$ cat src/rtl/fetch_pkg.sv
// Shared definitions for the instruction fetch stage: FSM states and the
// sequential address step.
package fetch_pkg;

  typedef enum logic [1:0] {
    FETCH = 2'd0,  // request outstanding on the instruction memory port
    STALL = 2'd1,  // fetched word parked in the buffer while decode is frozen
    DRAIN = 2'd2   // redirect pending, waiting for the in-flight read to finish
  } state_t;

  localparam logic [31:0] PC_INC = 32'd4;

  // Sequential address step; wraps modulo 2^32.
  function automatic logic [31:0] pc_plus4(input logic [31:0] addr);
    return addr + PC_INC;
  endfunction

endpackage

$ cat src/rtl/fetch_stage.sv
// Instruction fetch stage: issues one read at a time to instruction memory,
// registers the returned word for decode, buffers one word across a decode
// freeze and handles branch redirects, including those that arrive while a
// read is still in flight.
module fetch_stage
  import fetch_pkg::*;
#(
  parameter logic [31:0] RESET_PC = 32'h0000_0000
) (
  input  logic        clk,
  input  logic        rst,
  input  logic        freeze,
  input  logic        branch_taken,
  input  logic [31:0] branch_addr,
  output logic        imem_req,
  output logic [31:0] imem_addr,
  input  logic        imem_ack,
  input  logic [31:0] imem_rdata,
  output logic [31:0] Instruction,
  output logic [31:0] PC,
  output logic        valid_out
);

  state_t      state;
  logic [31:0] pc;
  logic [31:0] buf_word;
  logic [31:0] target;
  logic        consume;

  // Decode takes the presented instruction whenever it is valid and not held.
  assign consume = valid_out & ~freeze;

  // A read is outstanding in every state except STALL; reset kills it at once
  // so nothing is requested (and no ack is honoured) while rst is high.
  assign imem_req  = ~rst & (state != STALL);
  assign imem_addr = pc;

  // Fetch FSM and output registers; a redirect always beats freeze and ack.
  always_ff @(posedge clk or posedge rst) begin
    if (rst) begin
      state       <= FETCH;
      pc          <= RESET_PC;
      buf_word    <= 32'h0;
      target      <= 32'h0;
      Instruction <= 32'h0;
      PC          <= 32'h0;
      valid_out   <= 1'b0;
    end else begin
      unique case (state)
        FETCH: begin
          if (branch_taken) begin
            valid_out <= 1'b0;
            if (imem_ack) begin
              // The returned word belongs to the wrong path; drop it.
              pc <= branch_addr;
            end else begin
              // The read cannot be abandoned, so remember where to go next.
              target <= branch_addr;
              state  <= DRAIN;
            end
          end else if (imem_ack && !(valid_out && freeze)) begin
            Instruction <= imem_rdata;
            PC          <= pc_plus4(pc);
            valid_out   <= 1'b1;
            pc          <= pc_plus4(pc);
          end else if (imem_ack) begin
            // Output register still occupied: park the word, stop fetching.
            buf_word <= imem_rdata;
            state    <= STALL;
          end else if (consume) begin
            valid_out <= 1'b0;
          end
        end

        STALL: begin
          if (branch_taken) begin
            valid_out <= 1'b0;
            pc        <= branch_addr;
            state     <= FETCH;
          end else if (!freeze) begin
            Instruction <= buf_word;
            PC          <= pc_plus4(pc);
            valid_out   <= 1'b1;
            pc          <= pc_plus4(pc);
            state       <= FETCH;
          end
        end

        DRAIN: begin
          if (branch_taken) begin
            // Newest redirect wins over any earlier pending target.
            valid_out <= 1'b0;
            if (imem_ack) begin
              pc    <= branch_addr;
              state <= FETCH;
            end else begin
              target <= branch_addr;
            end
          end else begin
            if (consume) begin
              valid_out <= 1'b0;
            end
            if (imem_ack) begin
              pc    <= target;
              state <= FETCH;
            end
          end
        end

        default: state <= FETCH;
      endcase
    end
  end

endmodule

$ cat config.mk
export PLATFORM = sky130hd
export DESIGN_NAME = fetch_stage
export DESIGN_NICKNAME = d
export VERILOG_FILES = /design/src/rtl/fetch_pkg.sv /design/src/rtl/fetch_stage.sv
export SDC_FILE = /design/constraint.sdc
export NUM_CORES = 1
export LEC_CHECK = 0
export ABC_AREA = 1
export BUFFER_PORTS_ARGS = -buffer_cell sky130_fd_sc_hd__clkbuf_2
export CAP_MARGIN = 15
export CORE_MARGIN = 1.5
export CORE_UTILIZATION = 35
export DETAILED_ROUTE_END_ITERATION = 8
export SLEW_MARGIN = 25
export SYNTH_ARGS = -nofsm -noshare
export SYNTH_HDL_FRONTEND = slang
export SYNTH_SLANG_ARGS = --single-unit
export TNS_END_PERCENT = 5
$ cat constraint.sdc
create_clock -name clk -period 4.2 [get_ports clk]
set_input_delay 0.21 -clock clk [delete_from_list [all_inputs] [get_ports clk]]
set_output_delay 0.21 -clock clk [all_outputs]
set_load 0.03 [all_outputs]
# --- Word-level counts from Yosys, hierarchy flattened ---
# Cells that the tools add are included.
totals:
  reg_bits: 163
  latchBits: 0
  ramBits: 0
  mem_bits_ro: 0
  output_inout_bits: 98
  wordCells: 75
  n_memories: 0
op_classes:
  add_sub_neg: 1
  n_mul: 0
  div_mod_pow: 0
  order_cmp: 0
  n_eq_ne: 15
  n_shift: 0
  mux: 32
  bitwise: 7
  n_reduce_logical: 13
ops:
  columns: ["op", "count"]
  rows:
  - ["32-bit 2-to-1 mux", 13]
  - ["32-bit case mux with 2 select lines", 2]
  - ["32-bit case mux with 3 select lines", 1]
  - ["32-bit by 3-bit adder with 32-bit output (second input constant)", 1]
  - ["3-bit != test (second input constant)", 6]
  - ["2-bit 2-to-1 mux", 7]
  - ["2-bit != test (second input constant)", 5]
  - ["5-bit AND reduction", 2]
  - ["4-bit AND reduction", 2]
  - ["1-bit 2-to-1 mux", 7]
  - ["2-bit case mux with 3 select lines", 1]
  - ["3-bit AND reduction", 2]
  - ["1-bit NOT", 5]
  - ["4-bit != test (second input constant)", 1]
  - ["1-bit case mux with 3 select lines", 1]
  - ["3-bit nonzero test", 1]
  - ["1-bit AND", 2]
  - ["2-bit by 1-bit equality test with 1-bit output (second input constant)", 1]
  - ["2-bit equality test (second input constant)", 1]
  - ["1-bit logical AND", 2]
  - ["2-bit zero test", 1]
  - ["2-bit by 1-bit != test with 1-bit output (second input constant)", 1]
  - ["2-bit nonzero test", 1]
  - ["2-bit OR reduction", 1]
  - ["1-bit zero test", 1]

# --- Logic depth before layout (Yosys ltp) ---
depth:
  depth_word: 7
  ltp_mapped: 14
  mapped_depth_nobuf: 14

# --- Least setup slack after synthesis ---
# Ideal clock, no wire load.
synth_path:
  path_type: "register to register"
  startpoint: "reg pc[3] (netlist: imem_addr[3])"
  endpoint: "reg pc[24] (netlist: imem_addr[24])"
  arrival_ns: 1.699
  path_slack_ns: 2.384
  stages_incl_launch_ff: 15
  path_buffers: 0
  cell_sequence: "dfrtp_1 -> ha_1 -> nand2_2 -> inv_1 -> nand3_1 -> nor2_2 -> nand2_1 -> nand2_1 -> nand2_1 -> nand2_1 -> nand2_1 -> nand2_1 -> nand2_1 -> nand2_1 -> nand2_1"
synth_via:
  elab_chain_len: 4
synth_rtl:
  columns: ["item", "line_no", "text"]
  rows:
  - ["from (decl)", "fetch_stage.sv:25", "logic [31:0] pc;"]
  - ["from (signal assigned)", "fetch_stage.sv:55", "pc <= branch_addr;"]
  - ["from (signal assigned)", "fetch_stage.sv:65", "pc <= pc_plus4(pc);"]
  - ["from (signal assigned)", "fetch_stage.sv:78", "pc <= branch_addr;"]
  - ["32-bit by 3-bit adder with 32-bit output *", "fetch_pkg.sv:15", "return addr + PC_INC;"]
  - ["32-bit 2-to-1 mux, on equally long branches", "fetch_stage.sv:80, fetch_stage.sv:61", null]
  - ["32-bit 2-to-1 mux, on equally long branches", "fetch_stage.sv:76, fetch_stage.sv:51", null]
  - ["32-bit case mux with 3 select lines *", "fetch_stage.sv:49", "unique case (state)"]
# Mark *: on every way between the ends. The rest lies on a longest branch, timed or not. The select of a mux whose other input is x is not followed.
# A chain may end at the register's enable or synchronous reset.

# --- Worst setup path after layout ---
layout_path:
  startpoint: "reg state[1]"
  endpoint: "reg Instruction[1]"
layout_via:
  elab_chain_len: 3
layout_rtl:
  columns: ["item", "line_no", "text"]
  rows:
  - ["from (decl)", "fetch_stage.sv:24", "state_t state;"]
  - ["from (signal assigned)", "fetch_stage.sv:41", "state <= FETCH;"]
  - ["from (signal assigned)", "fetch_stage.sv:59", "state <= DRAIN;"]
  - ["from (signal assigned)", "fetch_stage.sv:69", "state <= STALL;"]
  - ["2-bit by 1-bit equality test with 1-bit output or 2-bit zero test (tied branches)", "fetch_stage.sv:49", null]
  - ["2-bit != test (no source line) or 2-bit nonzero test (tied branches)", null, null]
  - ["5-bit AND reduction (no source line)", null, null]
  - ["to (signal assigned)", "fetch_stage.sv:62", "Instruction <= imem_rdata;"]
  - ["to (signal assigned)", "fetch_stage.sv:81", "Instruction <= buf_word;"]
  - ["to (decl)", "fetch_stage.sv:19", "output logic [31:0] Instruction,"]
# Parallel ways exist; a longest one is shown, timed or not.

==> results.json <==
{
  "p_total_mw": 8.949,
  "core_area_um2": 25250,
  "maxSlewHeadroom_pct": 49.83,
  "crit_type": "reg2reg",
  "die_h_um": 163.5,
  "grtUsageMet1_pct": 27.30,
  "max_stage_delay_ns": 0.64,
  "place_congestion": 0.8702,
  "cts_tree": "done",
  "synthesis.area_um2": 9015,
  "grt_use_met3_pct": 5.130,
  "grt_overflow": 0,
  "cts_buffer_depth": 2,
  "port_buffers": 166,
  "via_count": 8826,
  "clock_skew_ns": 0.01064,
  "wirelength_mm": 28.29,
  "use_met2_pct": 36.09,
  "setup_tns_ns": 0,
  "power_leakage_nw": 5.748,
  "final_util_pct": 43.87,
  "ys_ff_latch": 163,
  "nNetsFinal": 1500,
  "grt_pass1_vias": 8359,
  "grtUsageTotal_pct": 21.51,
  "max_cap_viol_count": 0,
  "cp-end-kind": "register",
  "hpwl_mm": 18.52,
  "ys_seq_area_share_pct": 45.25,
  "die_w_um": 163.5,
  "hold_ws_ns": 0.02632,
  "cp_top_family": "buffers and inverters",
  "drtIter0Drc": 707,
  "slew_violations": 0,
  "grt_pass1_wl_mm": 44.65,
  "fillers": 2601,
  "cp_num_buf_inv": 3,
  "clk_latency_ns": 0.44,
  "ir_worst_vdd_uv": 371.4,
  "grt_max_degree": 99,
  "cts_inserted_buffers": 17,
  "cts_root_buf": "clkbuf_16",
  "busiest_layer": "met2",
  "status": "complete, no violations",
  "syn_avg_cell_area_um2": 7.155,
  "startpoint_type": "register",
  "cts.clk_slew.worst_paths_ns": 0.08,
  "setup_viol": 0,
  "dp_cells": 1704,
  "max_freq_mhz": 323.1,
  "antennaDiodeCount": 0,
  "powerDensity_nw_per_um2": 807.7,
  "antenna_found_initial": 3,
  "yosysWarningCount": 0,
  "fin_crit_ns": 3.095,
  "hp-class": "in2reg",
  "drive_gt1_share_pct": 18.42,
  "rsz0062_at_grt": "no",
  "place_area_um2": 10140,
  "die_area_um2": 26730,
  "arrival_ns": 3.45,
  "crit_fanout": 64,
  "period_share_pct": 73.69,
  "tightest_slew_ns": 0.7525,
  "first_pass_iters": 7,
  "dp_slack_ns": 1.080,
  "drc": 0,
  "initial_core_util_pct": 35.70,
  "ant_nets": 0,
  "row_count": 58,
  "layout.cells.non_filler": 1769,
  "cp_slowest_cell": "ha_2",
  "final_area_um2": 11080,
  "synth_nets": 1334,
  "required_ns": 4.55,
  "cp_cell_sequence": "inv_1, ha_2, o21ai_0, a21oi_1, nand2_1, inv_2, buf_4, nor2_1, a31oi_1",
  "synthesis.instances": 1260,
  "ios": 167,
  "htreeDepth": 4,
  "hold_viol": 0,
  "clock-sinks": 163,
  "synth_cell_types": 32,
  "setup_ws_ns": 1.105,
  "syn2layout_area_growth_pct": 22.90,
  "viasPerCell": 4.989,
  "wl_per_cell_um": 15.99
}
registers in the layout, indices dropped and copies added (netlist names):
name / cells
Instruction: 32
PC: 32
buf_word: 32
imem_addr: 32
target: 32
state: 2
valid_out: 1
placed cells by master (no fill, tap or decap), drive strengths merged, types with 5 or more instances in the layout:
cell / synthesis / layout
nand2: 563 / 563
clkbuf: 30 / 183
dfrtp: 163 / 163
nor2: 126 / 126
inv: 66 / 72
a21oi: 65 / 65
o21ai: 65 / 65
a31oi: 42 / 42
dlygate4sd3: 0 / 33
nand3: 31 / 31
mux2: 25 / 25
buf: 38 / 16
xor2: 10 / 10
clkinv: 1 / 9
a22oi: 6 / 6
nand3b: 5 / 5
ha: 5 / 5
synth_stat cells:
cell | count | area share (%)
and2_1 | 2 | 0.14
xor2_2 | 1 | 0.18
o21a_1 | 2 | 0.17
nand4_1 | 2 | 0.14
or2_2 | 1 | 0.069
o21bai_1 | 1 | 0.083
dfrtp_1 | 163 | 45
xor2_1 | 9 | 0.87
a22oi_1 | 6 | 0.50
nor2_1 | 113 | 4.7
nor3_1 | 2 | 0.11
o211ai_1 | 3 | 0.25
ha_1 | 5 | 0.69
a31oi_1 | 42 | 2.9
nor2_4 | 4 | 0.50
buf_1 | 3 | 0.12
nand3b_1 | 5 | 0.42
nand2_1 | 557 | 23
buf_2 | 32 | 1.8
nand2_2 | 6 | 0.42
a21oi_1 | 65 | 3.6
nand3_1 | 31 | 1.7
clkbuf_1 | 30 | 1.2
o31ai_1 | 4 | 0.33
inv_2 | 2 | 0.083
inv_1 | 64 | 2.7
o21ai_0 | 65 | 3.6
nor2_2 | 9 | 0.62
xnor2_1 | 2 | 0.19
mux2_2 | 25 | 3.1
buf_4 | 3 | 0.25
clkinv_1 | 1 | 0.042
report_power, final:
group / internal [mW] / switching, mW
clock: 0.808 / 0.803
combinational: 1.39 / 3.01
sequential: 2.32 / 0.622
final cells by class:
type / instances / area [um^2] / area share [%]
flip-flops and latches: 163 / 4079 / 36.82
clock buffers: 17 / 425.4 / 3.840
inverters: 67 / 255.2 / 2.304
repair buffers: 215 / 1334 / 12.04
multi-input cells: 962 / 4392 / 39.64
clock inverters: 15 / 181.4 / 1.637
well taps: 330 / 412.9 / 3.727
worst register-to-register path: stages, from the launching register on:
cell     delay (ns)
dfrtp_1        0.42
inv_1          0.09
ha_2           0.65
o21ai_0        0.19
a21oi_1        0.14
nand2_1        0.09
inv_2          0.52
buf_4          0.64
nor2_1         0.11
a31oi_1        0.17
final timing paths:
kind | from | end | slack (ns) | cells past startpoint
max | state[1]$_DFFE_PP0P_ | Instruction[1]$_DFFE_PP0P_ | 1.10 | 9
min | branch_addr[8] | target[8]$_DFFE_PP0P_ | 0.03 | 2
max reg2reg | state[1]$_DFFE_PP0P_ | Instruction[1]$_DFFE_PP0P_ | 1.10 | 9
min reg2reg | buf_word[23]$_DFFE_PP0P_ | buf_word[23]$_DFFE_PP0P_ | 0.48 | 2
max in group asynchronous | rst | PC[19]$_DFFE_PP0P_ | 2.84 | 4
min in group asynchronous | rst | Instruction[4]$_DFFE_PP0P_ | 0.41 | 3
timing repair:
action | in CTS | in global routing
endpoints found under the hold margin | 56 | 0
hold buffers | 33 | 0
resized for setup | 0 | 0
buffers inserted | 0 | 0
cells by family (layout without fill, tap and decap cells):
family / after synthesis / in the layout / share of synthesized area, %
buffers and inverters: 135 / 314 / 6.190
AO/OA/AOI/OAI: 188 / 188 / 11.46
adder cells (fa/ha/maj): 5 / 5 / 0.6940
flip-flops: 163 / 163 / 45.25
XOR/XNOR: 12 / 12 / 1.249
multiplexers: 25 / 25 / 3.123
AND/OR/NAND/NOR: 732 / 732 / 32.03
metal layers:
| metal | wire [um] | vias up |
|---|---|---|
| met5 | 38 | - |
| met4 | 543 | 6 |
| met3 | 2062 | 38 |
| met2 | 13500 | 321 |
| met1 | 12150 | 4109 |
| li1 | - | 4352 |
(Power assumes the default switching activity.)
